$ cat config.mk
export PLATFORM = sky130hd
export DESIGN_NAME = rx_fifo_param
export DESIGN_NICKNAME = d
export VERILOG_FILES = /design/src/rtl/rx_fifo_param.sv
export SDC_FILE = /design/constraint.sdc
export NUM_CORES = 1
export LEC_CHECK = 0
export ABC_CLOCK_PERIOD_IN_PS = 3380
export CAP_MARGIN = 20
export CORE_UTILIZATION = 45
export CTS_CLUSTER_DIAMETER = 50
export CTS_CLUSTER_SIZE = 10
export DETAILED_ROUTE_END_ITERATION = 10
export MAX_ROUTING_LAYER = met4
export PLACE_DENSITY = 0.67
export SLEW_MARGIN = 20
export SYNTH_ARGS = -nofsm -noshare
export SYNTH_HDL_FRONTEND = slang
export SYNTH_SLANG_ARGS = --single-unit
$ cat constraint.sdc
create_clock -name clk -period 3.38 [get_ports clk]
set_input_delay 1.014 -clock clk [delete_from_list [all_inputs] [get_ports clk]]
set_output_delay 1.014 -clock clk [all_outputs]
set_load 0.02 [all_outputs]
$ cat src/rtl/rx_fifo_param.sv
// Parametrised single-clock receive FIFO with first-word-fall-through head output,
// occupancy count, almost-full/almost-empty thresholds, flush and sticky error flags.
module rx_fifo_param #(
   parameter int DATA_WIDTH = 8,
   parameter int DEPTH      = 8,
   parameter int AFULL_TH   = 6,
   parameter int AEMPTY_TH  = 2
) (
   input  logic                       clk,
   input  logic                       rst,
   input  logic                       flush,
   input  logic                       w_enable,
   input  logic [DATA_WIDTH-1:0]      w_data,
   input  logic                       r_enable,
   output logic [DATA_WIDTH-1:0]      r_data,
   output logic                       empty,
   output logic                       full,
   output logic                       almost_empty,
   output logic                       almost_full,
   output logic [$clog2(DEPTH):0]     count,
   output logic                       overflow,
   output logic                       underflow
);

   localparam int PTR_W = $clog2(DEPTH);
   localparam int CNT_W = PTR_W + 1;
   localparam logic [CNT_W-1:0] FULL_C   = CNT_W'(DEPTH);
   localparam logic [CNT_W-1:0] AFULL_C  = CNT_W'(AFULL_TH);
   localparam logic [CNT_W-1:0] AEMPTY_C = CNT_W'(AEMPTY_TH);

   logic [DATA_WIDTH-1:0] mem_q [DEPTH];
   logic [PTR_W-1:0]      wr_ptr_q, wr_ptr_d;
   logic [PTR_W-1:0]      rd_ptr_q, rd_ptr_d;
   logic [CNT_W-1:0]      count_q, count_d;
   logic                  overflow_q, overflow_d;
   logic                  underflow_q, underflow_d;
   logic                  push, pop;

   assign empty        = (count_q == '0);
   assign full         = (count_q == FULL_C);
   assign almost_empty = (count_q <= AEMPTY_C);
   assign almost_full  = (count_q >= AFULL_C);
   assign count        = count_q;
   assign overflow     = overflow_q;
   assign underflow    = underflow_q;
   assign r_data       = mem_q[rd_ptr_q];

   // A pop frees the slot in the same edge, so a full FIFO still accepts a push alongside it.
   assign push = !flush && w_enable && (!full || r_enable);
   assign pop  = !flush && r_enable && !empty;

   always_comb begin
      wr_ptr_d    = wr_ptr_q;
      rd_ptr_d    = rd_ptr_q;
      count_d     = count_q;
      overflow_d  = overflow_q;
      underflow_d = underflow_q;
      if (flush) begin
         wr_ptr_d    = '0;
         rd_ptr_d    = '0;
         count_d     = '0;
         overflow_d  = 1'b0;
         underflow_d = 1'b0;
      end else begin
         if (push) wr_ptr_d = wr_ptr_q + PTR_W'(1);
         if (pop)  rd_ptr_d = rd_ptr_q + PTR_W'(1);
         case ({push, pop})
            2'b10:   count_d = count_q + CNT_W'(1);
            2'b01:   count_d = count_q - CNT_W'(1);
            default: count_d = count_q;
         endcase
         if (w_enable && full && !r_enable) overflow_d  = 1'b1;
         if (r_enable && empty)             underflow_d = 1'b1;
      end
   end

   always_ff @(posedge clk) begin
      if (rst) begin
         wr_ptr_q    <= '0;
         rd_ptr_q    <= '0;
         count_q     <= '0;
         overflow_q  <= 1'b0;
         underflow_q <= 1'b0;
      end else begin
         wr_ptr_q    <= wr_ptr_d;
         rd_ptr_q    <= rd_ptr_d;
         count_q     <= count_d;
         overflow_q  <= overflow_d;
         underflow_q <= underflow_d;
      end
   end

   // Storage is deliberately left unreset; reset and flush only touch pointers and count.
   always_ff @(posedge clk) begin
      if (!rst && push) mem_q[wr_ptr_q] <= w_data;
   end

endmodule

# Word-level counts from Yosys, hierarchy flattened
# Memory sizes are Yosys's and may differ from the RTL's. A register that Yosys moved wholly into a read port is not among the register bits.
# Index checks and enable logic that the tools add are counted.
[op_classes]
add_sub_neg = 4
n_eq_ne = 3
n_lt_le_gt_ge = 2
mux = 5
reduce_logical = 17
[ops]
columns = ["cell", "n"]
rows = [
  ["$logic_and 1x1->1", 8],
  ["$pmux 4 s2", 1],
  ["$add 3x1->3 const B", 2],
  ["$mux 3", 2],
  ["$logic_not 1->1", 5],
  ["$add 4x1->4 const B", 1],
  ["$eq 4x4->1 const B", 1],
  ["$ge 4x3->1 const B", 1],
  ["$le 4x2->1 const B", 1],
  ["$logic_not 4->1", 1],
  ["$sub 4x1->4 const B", 1],
  ["$eq 2x1->1 const B", 1],
  ["$eq 2x2->1 const B", 1],
  ["$mux 1", 2],
  ["$reduce_bool 2->1", 1],
  ["$reduce_or 2->1", 1],
  ["$logic_or 1x1->1", 1],
]
[word_totals]
ff_bits = 12
word_cells = 37
output_inout_bits = 18
inputBits = 13
n_memories = 1
ramBits = 64
[mem_list]
columns = ["memory", "depth", "width", "rd", "rd_clocked_by_memory_dff", "wr", "line_no", "rtl"]
rows = [
  ["mem_q", 8, 8, 1, 1, 1, "31", "logic [DATA_WIDTH-1:0] mem_q [DEPTH];"],
]

# Logic depth before layout (Yosys ltp)
# Gate-level depths: netlist of the first run.
[logic_depth]
depth_word = 7
depth_mapped = 12
mapped_depth_nobuf = 10

# Worst setup path before layout of the first run
# No wires, ideal clock.
[synth_timing]
path_type = "register to register"
start = "register count_q[0] (netlist: count[0])"
end = "register count_q[2] (netlist: count[2])"
period_less_slack_ps = 2724
path_stages_with_launch = 13
n_path_buf = 2
t_required_ps = 3310
setup_time_ps = 70
arrival_ps = 2654
path_slack_ps = 656
path_cell_list = "dfxtp_1 > buf_6 > or4b_4 > buf_6 > o21ai_4 > or2_2 > ha_1 > xor2_1 > ha_1 > a21oi_1 > xor2_1 > or3_1 > a21oi_1"
[synth_via]
elab_chain_cells = 6
elab_cells_between_ends = 13
cone_classes = "2 x add/sub; 3 x eq/ne; 1 x mux; 7 x reduce/logical"
[synth_rtl]
columns = ["item", "line_no", "rtl"]
rows = [
  ["start, declared", "34", "logic [CNT_W-1:0] count_q, count_d;"],
  ["start signal, assigned", "87", "count_q <= count_d;"],
  ["$eq 4x4->1", "40", "assign full = (count_q == FULL_C);"],
  ["$logic_not 1->1", "49", "assign push = !flush && w_enable && (!full || r_enable);"],
  ["$logic_or 1x1->1", "49", ""],
  ["$logic_and 1x1->1", "49", ""],
  ["$eq 2x1->1 / $eq 2x2->1 (equally long branches)", "67", "case ({push, pop})"],
  ["$pmux 4 s2 / $reduce_bool 2->1 (equally long branches)", "n/a", ""],
]
# Parallel ways exist; a longest one is shown, timed or not.
# A chain may end at the register's enable or synchronous reset.

==> results of run 1 <==
==> worst max-delay path, stage by stage, from the launching register on <==
cell	delay, ns
dfxtp_1	0.35
buf_12	0.19
mux4_2	0.53
mux2_2	0.29
clkdlybuf4s50_1	0.54
==> metrics by stage <==
stage / area (um^2) / instances
finish: 3880 / 334
detailed placement: 3710 / 318
floorplan: 3210 / 186
global route: 3880 / 334
global placement: 3710 / 318
CTS: 3880 / 334
==> cell usage after synthesis (all sizes together), types with 2 or more instances <==
master and number:
xor2 6, buf 7, clkbuf 4, edfxtp 64, nor4 4, a211oi 2, ha 5, a21oi 5
mux2 8, nor2 18, nand2b 4, or3 2, nand2 4, inv 3, or2 2, mux2i 2
dfxtp 15, mux4 16, o21ai 4
==> area by class of cell <==
class,count,area [um^2]
Fill cell,564,2950
Sequential cell,79,2220
Multi-Input combinational cell,93,918
Timing Repair Buffer,47,440
Clock buffer,13,149
Tap cell,96,120
Clock inverter,3,20.0
Inverter,3,11.3
==> how the worst min path moves through the flow <==
stage	start	end	slack (ns)	cells after the start
after floorplan	rd_ptr_q[2]	flop	0.49	2
after global placement	overflow	overflow	0.45	2
after detailed placement	overflow	overflow	0.45	2
after CTS	overflow	overflow	0.47	2
after global routing	overflow	overflow	0.52	2
final	overflow	overflow	0.47	2
==> power by group through the flow <==
stage	Combinational, W	Clock [W]	Sequential (W)
after floorplan	0.0000381	0	0.00108
after global placement	0.0000846	0	0.00108
after detailed placement	0.0000864	0	0.00108
after CTS	0.0000870	0.000617	0.00106
after global routing	0.0000924	0.000663	0.00106
final	0.0000856	0.000597	0.00106
==> routing by layer <==
layer  vias up  share of wire [%]
met5         -                  0
met3        11                4.1
met4         0                1.9
met2        36                 49
li1        818                  -
met1       892                 45
==> kinds of logic after synthesis <==
logic type,Yosys count
AOI/OAI and AO/OA,15
xor gates and xnor gates,7
adders and majority gates,5
buffers and inverters,14
DFF,79
muxes,26
and+or+nand+nor,40
==> registers in the layout (all words and copies together), names as in the netlist, named ones only <==
register	cells
overflow	1
wr_ptr_q	3
rd_ptr_q	3
mem_q	64
underflow	1
count	4
==> results.py, run 1 <==
metrics = {
    "yosys": {
        "synth.avg_cell_area_um2": 17.3,
        "synth_top_cell_area_share_pct": 59.8,
        "synth_compound_area_share_pct": 3.50,
        "syn_inst": 186,
        "synth-simple-area-share_pct": 6.39,
        "yosysUniqueCellTypes": 33,
        "synth_area_um2": 3210,
        "async_reset_ff_share_pct": 0,
        "yosys_warnings": 0,
        "synth_xor_area_share_pct": 1.91,
        "synthTopCellsByArea": "edfxtp_1, mux4_2, dfxtp_1",
        "synthMuxAreaShare_pct": 14.6,
        "synthAdderAreaFrac_pct": 1.95,
        "synth_top_family_by_area": "multiplexers",
        "synth_edf_count": 64,
        "synth_top_area_cell": "edfxtp_1",
        "synth-seq-cells": 79,
        "yosysSeqAreaShare_pct": 69.2,
        "synth-main-ff-cell": "edfxtp_1",
        "syn_nets": 204,
    },
    "grt": {
        "antenna_found_initial": 0,
        "grt_max_degree": 17,
        "grt_busiest_layer": "met2",
        "met3_usage_pct": 3.33,
        "grt_use_met2_pct": 27.9,
        "overflow": 0,
        "track_usage_pct": 17.7,
        "grt_pass1_vias": 1730,
        "met1_usage_pct": 22.1,
        "grt_pass1_wl_um": 9170,
    },
    "sta": {
        "setup_viol": 0,
        "grt_setup_unrepaired": "false",
        "fmax_mhz": 306,
        "finalSetupTns_ns": 0,
        "worst_pin_slew_ns": 0.553,
        "maxSlewViolCount": 0,
        "min_period_ns": 3.26,
        "hold_ws_ns": 0.470,
        "clock_skew_ns": 0.00705,
        "maxSlewHeadroom_pct": 62.7,
        "fin_crit_sh_pct": 96.6,
        "hold_viol": 0,
        "setup_slack_ns": 0.116,
    },
    "outcome": {
        "outcome": "completed",
    },
    "clock_network": {
        "cts.sinks": 79,
        "cts_buffers": 9,
        "clk_pin_slew_worst_paths_ns": 0.07,
        "cts_tree": "done",
        "cts-root-buf": "clkbuf_8",
        "cts_hold_buf": 0,
        "htree_levels": 3,
        "clock_latency_ns": 0.34,
        "post-cts-setup-buffers": 0,
        "cts.path.max_buffers": 2,
        "ctsResizeCount": 0,
    },
    "placement": {
        "hpwl_um": 3710,
        "port-buffer-count": 30,
        "place_ws_ns": 0.0750,
        "gp_congestion": 0.729,
    },
    "finish": {
        "diodes": 0,
        "mostFrequentLayoutCells": "edfxtp_1, clkdlybuf4s50_1, nor2_1",
        "areaGrowthSynthToFinish_pct": 20.8,
        "final_common_cell": "edfxtp_1",
        "fin_util_pct": 56.8,
        "nets": 251,
        "drive_gt1_share_pct": 25.2,
    },
    "power_and_ir_drop": {
        "p_int_w": 0.00138,
        "p_comb_share_pct": 4.9,
        "pwr-share-clk_pct": 34.3,
        "sequentialPowerShare_pct": 60.8,
        "p_total_w": 0.00174,
        "p_switching_w": 0.000359,
        "pwr_density_cell_nw_per_um2": 449,
        "swShare_pct": 20.6,
        "power.leakage_nw": 1.27,
        "irDropWorstVdd_v": 0.000203,
    },
    "die": {
        "die_w_um": 86.5,
        "chipHeight_um": 86.5,
        "dieArea_um2": 7480,
        "ioPinCount": 31,
        "fp-row-count": 30,
        "start_util_pct": 47.0,
        "core_area_um2": 6830,
    },
    "drt": {
        "wl_per_cell_um": 17.3,
        "avgViaCountPerCell": 5.26,
        "first_iter_violations": 100,
        "vias": 1757,
        "drc": 0,
        "wirelength_um": 5770,
        "first_pass_iters": 4,
        "route.antenna.remaining_nets": 0,
    },
    "worst_setup_path": {
        "critical_path_required_ns": 2.37,
        "reg2reg_depth": 9,
        "cp-endpoint": "r_data[2]",
        "worst_setup_path_end_kind": "output pin",
        "crit_fanout": 16,
        "start_kind": "flop",
        "rrSetupSlack_ns": 0.82,
        "worstSetupPathType": "flop to output pin",
        "arrival_ns": 2.25,
        "reg2reg_from": "count[0]",
        "reg2reg_to": "count[3]",
    },
    "worst_hold_path": {
        "worstHoldPathType": "flop to flop",
    },
    "run": {
        "cap_violations": 0,
    },
}
Note: power is estimated with default switching activity, not from simulation.
==> inputs of run 2 (changes only) <==
--- a/config.mk
+++ b/config.mk
@@ -7,12 +7,12 @@
 export LEC_CHECK = 0
 export ABC_CLOCK_PERIOD_IN_PS = 3380
 export CAP_MARGIN = 20
-export CORE_UTILIZATION = 45
+export CORE_UTILIZATION = 50
 export CTS_CLUSTER_DIAMETER = 50
 export CTS_CLUSTER_SIZE = 10
 export DETAILED_ROUTE_END_ITERATION = 10
 export MAX_ROUTING_LAYER = met4
-export PLACE_DENSITY = 0.67
+export PLACE_DENSITY = 0.73
 export SLEW_MARGIN = 20
 export SYNTH_ARGS = -nofsm -noshare
 export SYNTH_HDL_FRONTEND = slang
==> results.py, run 2 (synthesis gave the netlist of run 1 again) <==
metrics = {
    "outcome": {
        "outcome": "completed",
    },
    "drt": {
        "wl_per_cell_um": 19.1,
        "vias": 1794,
        "first_iter_violations": 115,
        "first_pass_iters": 4,
        "wirelength_um": 5930,
        "avgViaCountPerCell": 5.77,
        "drc": 0,
        "route.antenna.remaining_nets": 0,
    },
    "finish": {
        "final_common_cell": "edfxtp_1",
        "fillers": 441,
        "fin_util_pct": 63.8,
        "drive_gt1_share_pct": 23.3,
        "mostFrequentLayoutCells": "edfxtp_1, clkdlybuf4s50_1, nor2_1",
        "nets": 249,
        "largest-register": "mem_q",
        "diodes": 0,
        "largest_reg_flops": 64,
        "areaGrowthSynthToFinish_pct": 20.4,
    },
    "sta": {
        "maxSlewHeadroom_pct": 62.9,
        "worst_pin_slew_ns": 0.550,
        "fin_crit_sh_pct": 96.1,
        "hold_viol": 0,
        "setup_slack_ns": 0.132,
        "clock_skew_ns": 0.00702,
        "min_period_ns": 3.25,
        "finalSetupTns_ns": 0,
        "setup_viol": 0,
        "fmax_mhz": 308,
        "grt_setup_unrepaired": "false",
        "maxSlewViolCount": 0,
    },
    "worst_setup_path": {
        "crit_fanout": 16,
        "slowest_delay_ns": 0.54,
        "arrival_ns": 2.23,
        "crit_slowest_cell": "clkdlybuf4s50_1",
        "crit_chain": "buf_12 -> mux4_2 -> mux2_2 -> clkdlybuf4s50_1",
        "worstSetupPathType": "flop to output pin",
        "critical_path_required_ns": 2.37,
        "worst_setup_path_end_kind": "output pin",
        "rrSetupSlack_ns": 0.76,
        "start_kind": "flop",
    },
    "clock_network": {
        "post-cts-setup-buffers": 0,
        "htree_levels": 3,
        "clock_latency_ns": 0.34,
        "ctsResizeCount": 0,
        "cts-root-buf": "clkbuf_8",
        "cts_buffers": 9,
        "cts_hold_buf": 0,
        "cts.path.max_buffers": 2,
        "cts_tree": "done",
        "clk_pin_slew_worst_paths_ns": 0.07,
        "cts.sinks": 79,
    },
    "power_and_ir_drop": {
        "power.leakage_nw": 1.28,
        "irDropWorstVdd_v": 0.000261,
        "pwr_density_cell_nw_per_um2": 483,
    },
    "grt": {
        "track_usage_pct": 20.4,
        "grt_pass1_vias": 1864,
        "grt_max_degree": 17,
        "antenna_found_initial": 0,
        "grt_pass1_wl_um": 9090,
        "overflow": 0,
    },
    "die": {
        "fp-row-count": 28,
        "core_area_um2": 6060,
        "dieArea_um2": 6750,
        "chipHeight_um": 82.2,
        "die_w_um": 82.2,
        "ioPinCount": 31,
        "start_util_pct": 53.0,
    },
    "placement": {
        "hpwl_um": 3800,
        "gp_congestion": 0.796,
        "place_ws_ns": 0.0882,
        "port-buffer-count": 30,
    },
    "worst_hold_path": {
        "worstHoldPathType": "flop to flop",
    },
    "run": {
        "cap_violations": 0,
    },
}
-- run 2: changes by cell type in the layout (fill, tap and decap cells not counted), sizes merged --
| cell | delta |
|---|---|
| buf | -2 |
| clkinv | +3 |
| bufinv | +2 |
| clkbuf | -3 |
| clkinvlp | -2 |
-- run 2: report_power, final --
part / internal [W] / switching, W
Clock: 0.000407 / 0.000314
Combinational: 0.0000425 / 0.0000431
Sequential: 0.00106 / 0.00000531
Total: 0.00150 / 0.000362
-- run 2: area by class of cell --
type,count,area [um^2],area share (%)
Clock buffer,10,128,3.30
Sequential cell,79,2220,57.5
Multi-Input combinational cell,93,912,23.6
Inverter,3,11.3,0.291
Tap cell,75,93.8,2.43
Timing Repair Buffer,45,425,11.0
Clock inverter,6,75.1,1.94
-- run 2: critical path: cells and delay by family (launching register included) --
kind	cells	cell delay, ns
DFF	1	0.36
buffers and inverters	2	0.73
muxes	2	0.80
-- run 2: final timing paths --
check / from / endpoint / cells after the start
worst max-delay path: flop / r_data[6] / 4
worst min-delay path: overflow / overflow / 2
worst max register to register: count[0] / count[3] / 9
worst min register to register: overflow / overflow / 2
-- run 2: routing by layer --
metal / part of all wire [%] / vias up / wire length, um / GRT usage, %
met5: 0 / - / 0 / -
met4: 3.7 / 0 / 218 / 13.9
met3: 3.7 / 20 / 222 / 3.41
met2: 52 / 56 / 3100 / 33.9
met1: 40 / 899 / 2390 / 22.5
li1: - / 819 / - / -
-- run 2: stage by stage --
| stage | std cells | hold slack [ns] | power (W) | instance area, um^2 |
|---|---|---|---|---|
| after global placement | 295 | 0.457 | 0.00116 | 3660 |
| after floorplan | 186 | 0.490 | 0.00112 | 3210 |
| after detailed placement | 295 | 0.459 | 0.00117 | 3660 |
| after global routing | 311 | 0.529 | 0.00192 | 3870 |
| after CTS | 311 | 0.488 | 0.00188 | 3870 |
| final | 311 | 0.485 | 0.00187 | 3870 |
==> inputs of run 3 (changes only) <==
--- a/config.mk
+++ b/config.mk
@@ -11,6 +11,7 @@
 export CTS_CLUSTER_DIAMETER = 50
 export CTS_CLUSTER_SIZE = 10
 export DETAILED_ROUTE_END_ITERATION = 10
+export GPL_ROUTABILITY_DRIVEN = 0
 export MAX_ROUTING_LAYER = met4
 export PLACE_DENSITY = 0.73
 export SLEW_MARGIN = 20
==> results of run 3 <==
No change in the layout: final DEF, timing and power equal those of run 2.
